### src/rtl/ltpi_frame_aligner_pkg.sv
// Shared LTPI definitions: comma symbol, aligner state encoding and default frame length.
package ltpi_frame_aligner_pkg;

    localparam logic [7:0] LTPI_COMMA             = 8'hBC;
    localparam int         LTPI_FRAME_LEN_DEFAULT = 16;

    typedef enum logic [1:0] {
        HUNT    = 2'd0,
        VERIFY  = 2'd1,
        ALIGNED = 2'd2
    } aligner_state_t;

endpackage

### src/rtl/ltpi_frame_aligner_sat_counter.sv
// Saturating up-counter: holds at all-ones instead of wrapping.
module ltpi_sat_counter #(
    parameter int WIDTH = 16
) (
    input  logic             clk,
    input  logic             reset,
    input  logic             inc,
    output logic [WIDTH-1:0] count
);

    always_ff @(posedge clk) begin
        if (reset) begin
            count <= '0;
        end else if (inc && (count != {WIDTH{1'b1}})) begin
            count <= count + WIDTH'(1);
        end
    end

endmodule

### src/rtl/ltpi_frame_aligner.sv
// LTPI frame aligner: hunts K28.5 commas, verifies frame spacing, forwards aligned frames.
// Optional symbol-error counter enabled by defining LTPI_FRAME_ALIGNER_ERR_CNT_EN.
module ltpi_frame_aligner
    import ltpi_frame_aligner_pkg::*;
#(
    parameter int FRAME_LEN  = LTPI_FRAME_LEN_DEFAULT,
    parameter int LOCK_CNT   = 3,
    parameter int UNLOCK_CNT = 4
) (
    input  logic        clk,
    input  logic        reset,
    input  logic        sym_valid,
    input  logic [7:0]  sym_data,
    input  logic        sym_is_k,
    input  logic        sym_err,
    output logic        aligned,
    output logic        frm_valid,
    output logic [7:0]  frm_data,
    output logic        frm_is_k,
    output logic        frm_sof,
    output logic        frm_eof,
    output logic        frm_abort,
`ifdef LTPI_FRAME_ALIGNER_ERR_CNT_EN
    output logic [15:0] sym_err_cnt,
`endif
    output logic [15:0] lost_align_cnt
);

    localparam int               POS_W      = $clog2(FRAME_LEN);
    localparam logic [POS_W-1:0] POS_LAST   = POS_W'(FRAME_LEN - 1);
    localparam logic [3:0]       LOCK_TGT   = 4'(LOCK_CNT);
    localparam logic [3:0]       UNLOCK_TGT = 4'(UNLOCK_CNT);

    aligner_state_t   state_reg, state_next;
    logic [POS_W-1:0] pos_reg, pos_next, pos_adv;
    logic [3:0]       good_reg, good_next;
    logic [3:0]       bad_reg, bad_next;
    logic             fwd_next, sof_next, eof_next, abort_next;
    logic             is_comma, at_slot;

    assign is_comma = sym_is_k && (sym_data == LTPI_COMMA);
    assign at_slot  = (pos_reg == '0);
    assign pos_adv  = (pos_reg == POS_LAST) ? '0 : pos_reg + POS_W'(1);

    always_comb begin
        state_next = state_reg;
        pos_next   = pos_reg;
        good_next  = good_reg;
        bad_next   = bad_reg;
        fwd_next   = 1'b0;
        sof_next   = 1'b0;
        eof_next   = 1'b0;
        abort_next = 1'b0;
        if (sym_valid) begin
            pos_next = pos_adv;
            unique case (state_reg)
                HUNT: begin
                    if (is_comma) begin
                        // The comma itself occupies slot 0, so the next symbol is slot 1.
                        pos_next  = POS_W'(1);
                        good_next = 4'd1;
                        bad_next  = 4'd0;
                        if (LOCK_CNT == 1) begin
                            state_next = ALIGNED;
                            fwd_next   = 1'b1;
                            sof_next   = 1'b1;
                        end else begin
                            state_next = VERIFY;
                        end
                    end
                end
                VERIFY: begin
                    if (at_slot) begin
                        if (is_comma) begin
                            good_next = good_reg + 4'd1;
                            if ((good_reg + 4'd1) == LOCK_TGT) begin
                                state_next = ALIGNED;
                                bad_next   = 4'd0;
                                fwd_next   = 1'b1;
                                sof_next   = 1'b1;
                            end
                        end else begin
                            state_next = HUNT;
                            good_next  = 4'd0;
                        end
                    end else if (is_comma) begin
                        pos_next  = POS_W'(1);
                        good_next = 4'd1;
                    end
                end
                ALIGNED: begin
                    fwd_next = 1'b1;
                    sof_next = at_slot;
                    eof_next = (pos_reg == POS_LAST);
                    if (at_slot) begin
                        if (is_comma) begin
                            bad_next = 4'd0;
                        end else if ((bad_reg + 4'd1) == UNLOCK_TGT) begin
                            // Lock lost: swallow this symbol and flag the partial frame.
                            state_next = HUNT;
                            bad_next   = 4'd0;
                            good_next  = 4'd0;
                            fwd_next   = 1'b0;
                            sof_next   = 1'b0;
                            abort_next = 1'b1;
                        end else begin
                            bad_next = bad_reg + 4'd1;
                        end
                    end
                end
                default: state_next = HUNT;
            endcase
        end
    end

    always_ff @(posedge clk) begin
        if (reset) begin
            state_reg <= HUNT;
            pos_reg   <= '0;
            good_reg  <= '0;
            bad_reg   <= '0;
            aligned   <= 1'b0;
            frm_valid <= 1'b0;
            frm_data  <= '0;
            frm_is_k  <= 1'b0;
            frm_sof   <= 1'b0;
            frm_eof   <= 1'b0;
            frm_abort <= 1'b0;
        end else begin
            state_reg <= state_next;
            pos_reg   <= pos_next;
            good_reg  <= good_next;
            bad_reg   <= bad_next;
            aligned   <= (state_next == ALIGNED);
            frm_valid <= fwd_next;
            frm_data  <= fwd_next ? sym_data : 8'h00;
            frm_is_k  <= fwd_next & sym_is_k;
            frm_sof   <= sof_next;
            frm_eof   <= eof_next;
            frm_abort <= abort_next;
        end
    end

    ltpi_sat_counter #(.WIDTH(16)) u_lost_cnt (
        .clk   (clk),
        .reset (reset),
        .inc   (abort_next),
        .count (lost_align_cnt)
    );

`ifdef LTPI_FRAME_ALIGNER_ERR_CNT_EN
    ltpi_sat_counter #(.WIDTH(16)) u_err_cnt (
        .clk   (clk),
        .reset (reset),
        .inc   (sym_valid & sym_err),
        .count (sym_err_cnt)
    );
`else
    logic unused_sym_err;
    assign unused_sym_err = sym_err;
`endif

endmodule

### config.mk
export PLATFORM = sky130hd
export DESIGN_NAME = ltpi_frame_aligner
export DESIGN_NICKNAME = d
export VERILOG_FILES = /design/src/rtl/ltpi_frame_aligner_pkg.sv /design/src/rtl/ltpi_frame_aligner_sat_counter.sv /design/src/rtl/ltpi_frame_aligner.sv
export SDC_FILE = /design/constraint.sdc
export NUM_CORES = 1
export LEC_CHECK = 0
export CAP_MARGIN = 20
export CORE_MARGIN = 3
export CORE_UTILIZATION = 56
export DETAILED_ROUTE_END_ITERATION = 8
export PLACE_DENSITY = 0.95
export SKIP_CTS_REPAIR_TIMING = 1
export SLEW_MARGIN = 20
export SYNTH_ARGS = -nofsm -noshare
export SYNTH_HDL_FRONTEND = slang
export SYNTH_SLANG_ARGS = --single-unit
### constraint.sdc
create_clock -name clk -period 5 [get_ports clk]
set_input_delay 0.75 -clock clk [delete_from_list [all_inputs] [get_ports clk]]
set_output_delay 0.75 -clock clk [all_outputs]
set_load 0.02 [all_outputs]
* Word-level counts from Yosys, hierarchy flattened
Index checks and enable logic that the tools add are counted.
** Operators by class
- Add/subtract/negate cells :: 4
- Multiply operators :: 0
- Divide/modulo/power cells :: 0
- $lt $le $gt $ge :: 0
- Eq/ne operators :: 15
- Shift-type cells :: 0
- Muxes and demuxes :: 43
- Bitwise logic cells :: 4
- Reduce and logical (&&, ||, !) cells :: 10
** Operators with widths (number)
- 4-bit 2-to-1 mux :: 16
- 4-bit one-hot mux with 3 select lines :: 2
- 16-bit by 1-bit adder with 16-bit output (second input constant) :: 1
- 2-bit 2-to-1 mux :: 8
- 16-bit != test (second input constant) :: 1
- 2-bit != test (second input constant) :: 7
- 1-bit 2-to-1 mux :: 13
- 4-bit by 1-bit adder with 4-bit output (second input constant) :: 3
- 8-bit == test (second input constant) :: 1
- 4-bit one-hot mux with 2 select lines :: 1
- 7-bit AND reduction :: 1
- 2-bit one-hot mux with 3 select lines :: 1
- 5-bit AND reduction :: 1
- 2-bit == test (second input constant) :: 2
- 4-bit by 2-bit == test with 1-bit output (second input constant) :: 1
- 4-bit by 3-bit == test with 1-bit output (second input constant) :: 1
- 4-bit == test (second input constant) :: 1
- 4-bit logical NOT :: 1
- 1-bit one-hot mux with 2 select lines :: 2
- 2-bit OR reduction :: 2
- 1-bit inverter :: 3
- 3-bit nonzero test :: 1
- 3-bit OR reduction :: 1
- 2-bit by 1-bit == test with 1-bit output (second input constant) :: 1
- 3 further kinds :: 4
** Word-level totals
- Register bits after elaboration :: 44
- Bits in latches :: 0
- Bits in writable memories :: 0
- Memory bits (read-only) :: 0
- Input bits :: 13
- Output and inout bits :: 30
- Word-level logic and storage cells :: 88
- Memories kept :: 0

* Longest topological paths before layout
Gate-level depths: netlist (run 1).
- Word-level depth :: 9
- Mapped depth :: 9
- Depth with buffers taken out :: 7

* Cells and area by module
Synthesis (run 1) repeated with hierarchy kept, for this count alone.
** Second synthesis, totals
- Cell total of the unflattened synthesis :: 266
- Area total of the unflattened synthesis :: 2362.3 µm²
** Modules (own cells, without submodules)
- ltpi_frame_aligner :: instances 1, cells an instance 167, area each 1514.0 µm², sequential area each 560.5 µm²
- ltpi_sat_counter :: instances 1, cells an instance 99, area each 848.3 µm², sequential area each 320.3 µm²

* Worst setup path after synthesis (run 1)
OpenSTA, ideal clock, no wires.
- Kind :: in2reg
- Start :: in sym_data[0]
- End :: reg u_lost_cnt.count[9]
- Library setup time :: 0.121 ns
- Arrival time :: 2.546 ns
- Slack :: 2.333 ns
- Cell stages on the path :: 7
- Path buffers :: 2
- Cell sequence :: and4bb_4 and3_1 clkbuf_2 or4_4 buf_6 nor4b_1 mux2_2
** On the way
- Longest elaborated chain between the ends :: 7
** Ends and longest elaborated chain
- start, declared :: RTL line ltpi_frame_aligner.sv:13 : input logic [7:0] sym_data,
- 8-bit == test :: RTL line ltpi_frame_aligner.sv:41 : assign is_comma = sym_is_k && (sym_data == LTPI_COMMA);
- 1-bit logical AND :: RTL line ltpi_frame_aligner.sv:41
- 1-bit 2-to-1 mux :: RTL line ltpi_frame_aligner.sv:96 : if (is_comma) begin
- 1-bit 2-to-1 mux :: RTL line ltpi_frame_aligner.sv:95 : if (at_slot) begin
- 1-bit 2-to-1 mux :: RTL line ltpi_frame_aligner.sv:56 : unique case (state_reg)
- 1-bit 2-to-1 mux :: RTL line ltpi_frame_aligner.sv:54 : if (sym_valid) begin
- 1-bit logical AND :: RTL line ltpi_frame_aligner_sat_counter.sv:14 : end else if (inc && (count != {WIDTH{1'b1}})) begin
- end signal, assigned :: RTL line ltpi_frame_aligner_sat_counter.sv:15 : count <= count + WIDTH'(1);
- end, declared :: RTL line ltpi_frame_aligner_sat_counter.sv:8 : output logic [WIDTH-1:0] count
Every way passes these cells.
A chain may end at the register's enable or synchronous reset.

* Worst setup path after layout (run 1)
- Start :: in sym_data[0]
- End :: reg u_lost_cnt.count[14]
Same word-level chain as after synthesis.

==> impl_metrics.csv, run 1 <==
group,metric,value,unit
power_and_ir_drop,leakagePower,1.01,nW
timing,slew_headroom,0.519,
synthesis,netlist_area,2390,um2
synthesis,ys_ff_latch,44,
route,drt_first_pass_iters,4,
final_layout,multiInputGateArea,1390,um2
clock_network,clockRootBuffer,"clkbuf_8",
synthesis,synth_edf_count,0,
timing,final.period_utilization,0.609,
timing,worst-slew-pin-transition,721,ps
route,antenna_left,0,
clock_network,numCtsBuffers,5,
clock_network,insertion_delay,300,ps
power_and_ir_drop,ir_drop,0.141,mV
timing,skew,3.50,ps
critical_path,startpoint_type,"primary input",
timing,finalSetupViolCount,0,
final_layout,final_common_cell,"dfxtp_1",
synthesis,ys_seq_area_frac,0.369,
synthesis,ys_warn_count,0,
die,io_pins,43,
final_layout,regMostFlops,"u_lost_cnt.count",
timing,setup_slack,1960,ps
die,die_h,71.3,um
die,std_cell_rows,23,
critical_path,criticalPathCategory,"in -> reg",
critical_path,crit_arrival,3240,ps
clock_network,cts.sinks,44,
die,dieArea,5090,um2
synthesis,syn_nets,302,
final_layout,drive_above_1_share,0.0732,
placement,gp_congestion,0.882,
timing,period_needed,3040,ps
synthesis,syn_avg_cell_area,8.60,um2
global_routing,grt_pass1_wl,9430,um
critical_path,worstPathRequired,5200,ps
placement,io_buffers,41,
placement,dpl_cell_area,2790,um2
placement,dpl_worst_slack,1720,ps
power_and_ir_drop,power_density,216,nW/um2
clock_network,cts_tree,"built",
route,routed_wl,5620,um
timing,fmax,0.329,GHz
final_layout,layout.cells.non_filler,364,
placement,hpwl,3920,um
route,via_per_inst,6.06,
global_routing,grt_antenna_before_repair,0,
global_routing,grt_pass1_vias,2061,
global_routing,overflow,0,
flow_run,drv_cap,0,
final_layout,fillers,310,
clock_network,clk_pin_slew,80,ps
global_routing,grt_max_degree,30,
critical_path,cp-end-kind,"register",
die,coreArea,4060,um2
run_status,status,"finished clean",
timing,fin_tns_setup,0,ps
timing,maxSlewViolCount,0,
final_layout,final_cell_mix,"dfxtp_1, clkdlybuf4s50_1, nand2_1, a21oi_1, nor2_1",
clock_network,cts_max_level,2,
final_layout,finalInstanceArea,2890,um2
global_routing,grtUsageTotal,0.230,
placement,placed_cells,356,
route,drt_iter0_markers,252,
die,start_util,0.589,
synthesis,syn_inst,278,
final_layout,top_regs,"u_lost_cnt.count x16, frm_data x8",
synthesis,ys.flop_type,"dfxtp_1",
timing,hold_viol,0,
worst_hold_path,holdCritPathClass,"reg -> reg",
die,die_x,71.3,um
final_layout,final_nets,337,
synthesis,synth_cell_type_count,52,
final_layout,syn_to_final_growth,20.9,%
route,num_vias,2205,
critical_path,cp_max_fo,28,
final_layout,largest_reg_flops,16,
final_layout,antenna_cells,0,
clock_network,cts_max_path_buffers,2,
synthesis,async_flop_share,0,
route,avgRoutedWirePerCell,15.4,um
power_and_ir_drop,finalPower,0.623,mW
final_layout,seqCellArea,881,um2
timing,rsz0062_at_grt,"no",
route,remaining_drc_errors,0,
==> layout make-up <==
cell class / count / area share
Clock buffer: 6 / 0.0286
Clock inverter: 2 / 0.00346
Inverter: 11 / 0.0143
Multi-Input combinational cell: 209 / 0.482
Sequential cell: 44 / 0.305
Tap cell: 50 / 0.0217
Timing Repair Buffer: 42 / 0.145
==> cell usage after synthesis, types with 3 or more instances <==
| cell type | instances | area share |
|---|---|---|
| a21oi_1 | 19 | 0.040 |
| and2_1 | 10 | 0.026 |
| and3_1 | 5 | 0.013 |
| and4_1 | 3 | 0.011 |
| buf_6 | 3 | 0.014 |
| clkbuf_1 | 10 | 0.016 |
| dfxtp_1 | 44 | 0.37 |
| ha_1 | 11 | 0.058 |
| inv_1 | 11 | 0.017 |
| mux2_2 | 4 | 0.019 |
| nand2_1 | 20 | 0.031 |
| nand2b_1 | 4 | 0.010 |
| nand3_1 | 10 | 0.021 |
| nand3b_1 | 3 | 0.0094 |
| nand4_1 | 6 | 0.016 |
| nand4b_1 | 3 | 0.011 |
| nor2_1 | 17 | 0.027 |
| nor2b_1 | 7 | 0.018 |
| nor3_1 | 5 | 0.010 |
| nor3b_1 | 3 | 0.0094 |
| nor4_1 | 3 | 0.0079 |
| nor4b_1 | 3 | 0.011 |
| o21ai_0 | 14 | 0.029 |
| o311ai_0 | 3 | 0.011 |
| o31a_1 | 3 | 0.011 |
| o31ai_1 | 7 | 0.022 |
| o41ai_1 | 3 | 0.011 |
| or3_1 | 4 | 0.010 |
| or4_1 | 8 | 0.025 |
==> cell families (layout without fill, tap and decap cells) <==
family / Yosys count / in the layout / synth area share
multiplexers: 6 / 6 / 0.0272
buffers and inverters: 25 / 61 / 0.0492
adder cells (fa/ha/maj): 11 / 11 / 0.0576
flip-flops: 44 / 44 / 0.369
AND/OR/NAND/NOR: 123 / 123 / 0.305
XOR/XNOR: 2 / 2 / 0.00733
AO/OA/AOI/OAI: 67 / 67 / 0.185
==> path summary, 6_finish.rpt <==
kind,from,to,slack (ps),cells past startpoint
min,u_lost_cnt.count[15]$_SDFFE_PP0P_,u_lost_cnt.count[15]$_SDFFE_PP0P_,510,2
max,sym_data[0],u_lost_cnt.count[14]$_SDFFE_PP0P_,1960,6
min reg2reg,u_lost_cnt.count[15]$_SDFFE_PP0P_,u_lost_cnt.count[15]$_SDFFE_PP0P_,510,2
max reg2reg,pos_reg[0]$_SDFFE_PP0P_,u_lost_cnt.count[14]$_SDFFE_PP0P_,2230,6
==> worst max-delay path, cell delays in order <==
cell and delay [ps]:
clkdlybuf4s50_1 490, and4bb_4 250, and3_1 260, or4_4 660, nor4_1 440, mux2_2 380
==> metal layers <==
metal / vias to the layer above / routed length [um] / track usage
li1: 1107 / - / -
met1: 1022 / 2470 / 0.296
met2: 66 / 2730 / 0.367
met3: 10 / 307 / 0.0561
met4: 0 / 112 / 0.0960
met5: - / 0 / 0
==> power by group <==
group          total [mW]  internal, mW  switching [mW]
combinational      0.0374        0.0161          0.0214
sequential          0.353         0.351         0.00149
clock               0.232         0.110           0.122
total               0.623         0.478           0.145
==> through the flow <==
step,utilization,hold WS (ps)
after floorplan,-,477
after detailed placement,0.689,493
after global routing,0.712,518
after CTS,0.711,504
final,0.712,507
after global placement,0.689,482
Note: power is estimated with default switching activity, not from simulation.
==> run 2: changes to the inputs <==
CORE_UTILIZATION = 52   (was 56)
PLACE_DENSITY = 0.9   (was 0.95)
clock period = 3.1 ns   (was 5 ns; I/O delays follow)
==> run 2 against run 1 <==
Critical path depth unchanged. Non-clock buffer count increased by 5. Global-route usage decreased by 0.79 points. Largest power group unchanged.
==> impl_metrics.csv, run 2 (synthesized netlist as in run 1, its figures left out) <==
group,metric,value,unit
route,antenna_left,0,
power_and_ir_drop,combinationalPowerShare,0.065,
final_layout,finalInstanceArea,2920,um2
timing,fmax,0.380,GHz
final_layout,final_common_cell,"dfxtp_1",
global_routing,overflow,0,
clock_network,cts_tree,"built",
clock_network,cts.sinks,44,
clock_network,clk_pin_slew,80,ps
timing,maxSlewViolCount,0,
critical_path,criticalPathCategory,"in -> reg",
die,std_cell_rows,24,
final_layout,top_regs,"u_lost_cnt.count x16, frm_data x8",
critical_path,cp-end-kind,"register",
critical_path,startpoint_type,"primary input",
critical_path,crit_chain,"clkdlybuf4s50_1 -> and4bb_4 -> and3_1 -> or4_4 -> nor4_1 -> mux2_2",
timing,slew_headroom,0.619,
power_and_ir_drop,power_density,338,nW/um2
final_layout,syn_to_final_growth,22.0,%
route,num_vias,2258,
clock_network,clockRootBuffer,"clkbuf_8",
die,io_pins,43,
route,avgRoutedWirePerCell,15.2,um
final_layout,regMostFlops,"u_lost_cnt.count",
route,via_per_inst,6.10,
run_status,status,"finished clean",
die,dieArea,5440,um2
global_routing,grt_pass1_wl,9720,um
timing,fin_tns_setup,0,ps
flow_run,drv_cap,0,
timing,finalSetupViolCount,0,
timing,rsz0062_at_grt,"no",
power_and_ir_drop,leakagePower,1.02,nW
final_layout,final_nets,342,
worst_hold_path,holdCritPathClass,"reg -> reg",
placement,dpl_cell_area,2830,um2
critical_path,cpPeakStageDelay,650,ps
global_routing,grt_pass1_vias,2102,
final_layout,largest_reg_flops,16,
global_routing,grtUsageTotal,0.222,
route,remaining_drc_errors,0,
critical_path,worstPathRequired,3290,ps
route,drt_first_pass_iters,4,
clock_network,insertion_delay,300,ps
critical_path,cp_max_fo,28,
clock_network,cts_max_level,2,
final_layout,antenna_cells,0,
power_and_ir_drop,internal_power,0.748,mW
die,coreArea,4380,um2
clock_network,numCtsBuffers,5,
final_layout,drive_above_1_share,0.0818,
placement,io_buffers,41,
timing,skew,6.87,ps
die,die_x,73.8,um
critical_path,crit_arrival,2830,ps
power_and_ir_drop,power.switching,0.236,mW
final_layout,final_cell_mix,"dfxtp_1, clkdlybuf4s50_1, nand2_1, a21oi_1, nor2_1",
placement,gp_congestion,0.853,
power_and_ir_drop,netSwitchingFraction,0.240,
die,start_util,0.545,
power_and_ir_drop,ir_drop,0.174,mV
critical_path,slowest_stage,"or4_4",
timing,hold_viol,0,
clock_network,cts_max_path_buffers,2,
timing,final.period_utilization,0.849,
timing,worst-slew-pin-transition,570,ps
route,routed_wl,5620,um
die,die_h,73.8,um
placement,hpwl,3930,um
power_and_ir_drop,power.clock.fraction,0.356,
power_and_ir_drop,p_seq_frac,0.578,
timing,period_needed,2630,ps
global_routing,grt_max_degree,29,
route,drt_iter0_markers,145,
global_routing,grt_antenna_before_repair,0,
[run 2: cell count changes in the layout (fill, tap and decap cells not counted), sizes merged]
cell / before / now
clkbuf: 6 / 5
buf: 1 / 6
clkinv: 2 / 1
clkinvlp: 0 / 1
[run 2: metal layers]
layer / GRT usage / share of wire / routed length (um)
met1: 0.293 / 0.44 / 2500
met2: 0.375 / 0.49 / 2780
met3: 0.0328 / 0.052 / 295
met4: 0.0604 / 0.0089 / 50
met5: 0 / 0 / 0
[run 2: worst max-delay path, delay by kind of cell]
family                 cells  cell delay [ps]
AND/OR/NAND/NOR            4             1490
buffers and inverters      1              500
multiplexers               1              370
[run 2: final timing paths]
path / start / endpoint / slack (ps) / cells after the start
worst max-delay path: sym_data[0] / u_lost_cnt.count[14]$_SDFFE_PP0P_ / 470 / 6
worst min-delay path: u_lost_cnt.count[15]$_SDFFE_PP0P_ / u_lost_cnt.count[15]$_SDFFE_PP0P_ / 510 / 2
worst max register to register: bad_reg[0]$_SDFFE_PP0P_ / u_lost_cnt.count[14]$_SDFFE_PP0P_ / 530 / 6
worst min register to register: u_lost_cnt.count[15]$_SDFFE_PP0P_ / u_lost_cnt.count[15]$_SDFFE_PP0P_ / 510 / 2
[run 2: area by class of cell]
class	count	area, um2
well taps	52	65.1
fillers	362	1470
repair buffers	47	455
multi-input cells	209	1390
clock inverters	2	12.5
flip-flops and latches	44	881
clock buffers	5	68.8
inverters	11	41.3
[run 2: power groups by stage]
stage / Combinational [mW] / Clock (mW) / Sequential [mW]
2_1_floorplan: 0.0366 / 0 / 0.582
3_3_place_gp: 0.0608 / 0 / 0.583
3_5_place_dp: 0.0627 / 0 / 0.583
4_1_cts: 0.0634 / 0.353 / 0.569
5_1_grt: 0.0703 / 0.373 / 0.570
6_report: 0.0643 / 0.351 / 0.570
[run 2: through the flow]
| stage | hold WS [ps] | instances | util | total power, mW | setup WS, ps |
|---|---|---|---|---|---|
| 5_1_grt | 556 | 370 | 0.665 | 1.01 | 336 |
| 4_1_cts | 513 | 370 | 0.665 | 0.986 | 469 |
| 3_5_place_dp | 500 | 363 | 0.646 | 0.646 | 177 |
| 3_3_place_gp | 481 | 363 | 0.646 | 0.643 | 196 |
| 6_report | 515 | 370 | 0.665 | 0.985 | 467 |
| 2_1_floorplan | 477 | 278 | - | 0.619 | 662 |
==> run 3: changes to the inputs <==
CORE_UTILIZATION = 47   (was 52)
PLACE_DENSITY = 0.87   (was 0.9)
clock period = 2.4 ns   (was 3.1 ns; I/O delays follow)
==> run 3 against run 2 <==
Count of clock-buffer cells in the layout up 2. Sequential share of layout area down 3.2 points. Worst setup slack worse by 450 ps. Register-to-register slack worse by 470 ps. Critical path depth unchanged. Sequential cell count unchanged. Combinational power up 71%.
==> impl_metrics.csv, run 3 (synthesized netlist as in run 1, its figures left out) <==
group,metric,value,unit
die,coreArea,4820,um2
timing,finalSetupViolCount,0,
final_layout,largest_reg_flops,16,
placement,gp_congestion,0.988,
placement,dpl_cell_area,3030,um2
worst_hold_path,hold_path_startpoint,"u_lost_cnt.count[15]$_SDFFE_PP0P_",
power_and_ir_drop,leakagePower,1.16,nW
die,io_pins,43,
final_layout,seqCellArea,883,um2
worst_hold_path,hold_depth,2,
critical_path,cp-end-kind,"register",
timing,whs,511,ps
clock_network,clk_pin_slew,90,ps
placement,hpwl,4490,um
power_and_ir_drop,power_density,408,nW/um2
final_layout,syn_to_final_growth,37.1,%
critical_path,r2r-start,"pos_reg[0]$_SDFFE_PP0P_",
clock_network,insertion_delay,300,ps
timing,worst-slew-pin-transition,562,ps
critical_path,crit_buf_inv,1,
critical_path,slowest_stage,"or4_4",
timing,fmax,0.420,GHz
timing,period_needed,2380,ps
timing,maxSlewViolCount,0,
final_layout,finalInstanceArea,3280,um2
global_routing,overflow,0,
route,num_vias,2448,
power_and_ir_drop,ir_drop,0.289,mV
route,via_per_inst,5.94,
clock_network,cts_max_path_buffers,2,
die,std_cell_rows,25,
timing,fin_tns_setup,0,ps
final_layout,final_common_cell,"dfxtp_1",
route,remaining_drc_errors,0,
critical_path,timing.rr.end,"u_lost_cnt.count[6]$_SDFFE_PP0P_",
route,routed_wl,6470,um
critical_path,crit_family,"simple AND/OR/NAND/NOR gates",
critical_path,crit_chain,"clkdlybuf4s50_1 -> or3b_1 -> or4_4 -> or3_4 -> a21oi_4 -> and2_4",
clock_network,cts.sinks,44,
timing,hold_viol,0,
die,start_util,0.496,
final_layout,final_cell_mix,"dfxtp_1, clkdlybuf4s50_1, buf_4, nand2_1, a21oi_1",
critical_path,cp_max_fo,5,
die,die_h,77.3,um
final_layout,antenna_cells,0,
critical_path,r2r_cells,7,
route,drt_iter0_markers,341,
placement,io_buffers,41,
route,drt_first_pass_iters,5,
global_routing,grtUsageTotal,0.208,
run_status,status,"finished clean",
global_routing,grt_antenna_before_repair,0,
global_routing,grt_max_degree,19,
global_routing,grt_pass1_vias,2258,
clock_network,clockRootBuffer,"clkbuf_8",
critical_path,worstPathRequired,2640,ps
final_layout,fillers,371,
final_layout,top_regs,"u_lost_cnt.count x16, frm_data x8",
flow_run,drv_cap,0,
die,dieArea,5980,um2
clock_network,numCtsBuffers,5,
timing,slew_headroom,0.623,
critical_path,criticalPathCategory,"in -> reg",
clock_network,cts_max_level,2,
final_layout,multiInputGateArea,1540,um2
global_routing,grt_pass1_wl,10400,um
timing,skew,10.8,ps
route,avgRoutedWirePerCell,15.7,um
critical_path,cpPeakStageDelay,560,ps
critical_path,ff2ff_setup_slack,60,ps
final_layout,final_nets,368,
route,antenna_left,0,
final_layout,regMostFlops,"u_lost_cnt.count",
critical_path,startpoint_type,"primary input",
worst_hold_path,min_to,"u_lost_cnt.count[15]$_SDFFE_PP0P_",
die,die_x,77.3,um
timing,final.period_utilization,0.992,
worst_hold_path,holdCritPathClass,"reg -> reg",
critical_path,crit_arrival,2620,ps
final_layout,drive_above_1_share,0.209,
clock_network,cts_tree,"built",
## run 3: area by class of cell
type	instances	share of cell area
multi-input cells	212	0.471
repair buffers	70	0.193
clock buffers	7	0.0264
flip-flops and latches	44	0.270
clock inverters	1	0.00229
well taps	67	0.0256
inverters	11	0.0126
## run 3: worst max-delay path by stage
stage	startpoint	to	slack, ps	depth (start not counted)
floorplan	pos_reg[0]$_SDFFE_PP0P_	u_lost_cnt.count[14]$_SDFFE_PP0P_	1	8
global placement	sym_data[0]	u_lost_cnt.count[14]$_SDFFE_PP0P_	-330	6
detailed placement	sym_data[0]	u_lost_cnt.count[14]$_SDFFE_PP0P_	-390	6
CTS	bad_reg[0]$_SDFFE_PP0P_	u_lost_cnt.count[14]$_SDFFE_PP0P_	-90	6
global route	bad_reg[0]$_SDFFE_PP0P_	state_reg[1]$_SDFF_PP0_	-60	7
finish	sym_data[2]	frm_data[5]$_SDFF_PP0_	20	6
## run 3: worst register-to-register path, cell delays in order (launching register included)
cell and delay (ps):
dfxtp_2 330, inv_2 80, ha_4 130, or3b_4 400, or4_4 590, buf_6 150
or4_1 490, a21oi_2 130
## run 3: stage by stage
| step | utilization | worst slack, ps | power (mW) | cells |
|---|---|---|---|---|
| 2_1_floorplan | - | 1.23 | 0.799 | 278 |
| 3_3_place_gp | 0.630 | -330 | 0.847 | 400 |
| 3_5_place_dp | 0.630 | -386 | 0.850 | 400 |
| 4_1_cts | 0.649 | -92.6 | 1.33 | 408 |
| 5_1_grt | 0.680 | -58.1 | 1.39 | 412 |
| 6_report | 0.680 | 20.2 | 1.34 | 412 |
## run 3: power breakdown
part | switching [mW] | internal (mW)
clock | 0.257 | 0.234
combinational | 0.0563 | 0.0534
sequential | 0.00241 | 0.733
## run 3: metal layers
metal  wire (um)  track usage
met5           0            0
met2        3220        0.344
met3         423       0.0481
met1        2750        0.266
met4          72       0.0712
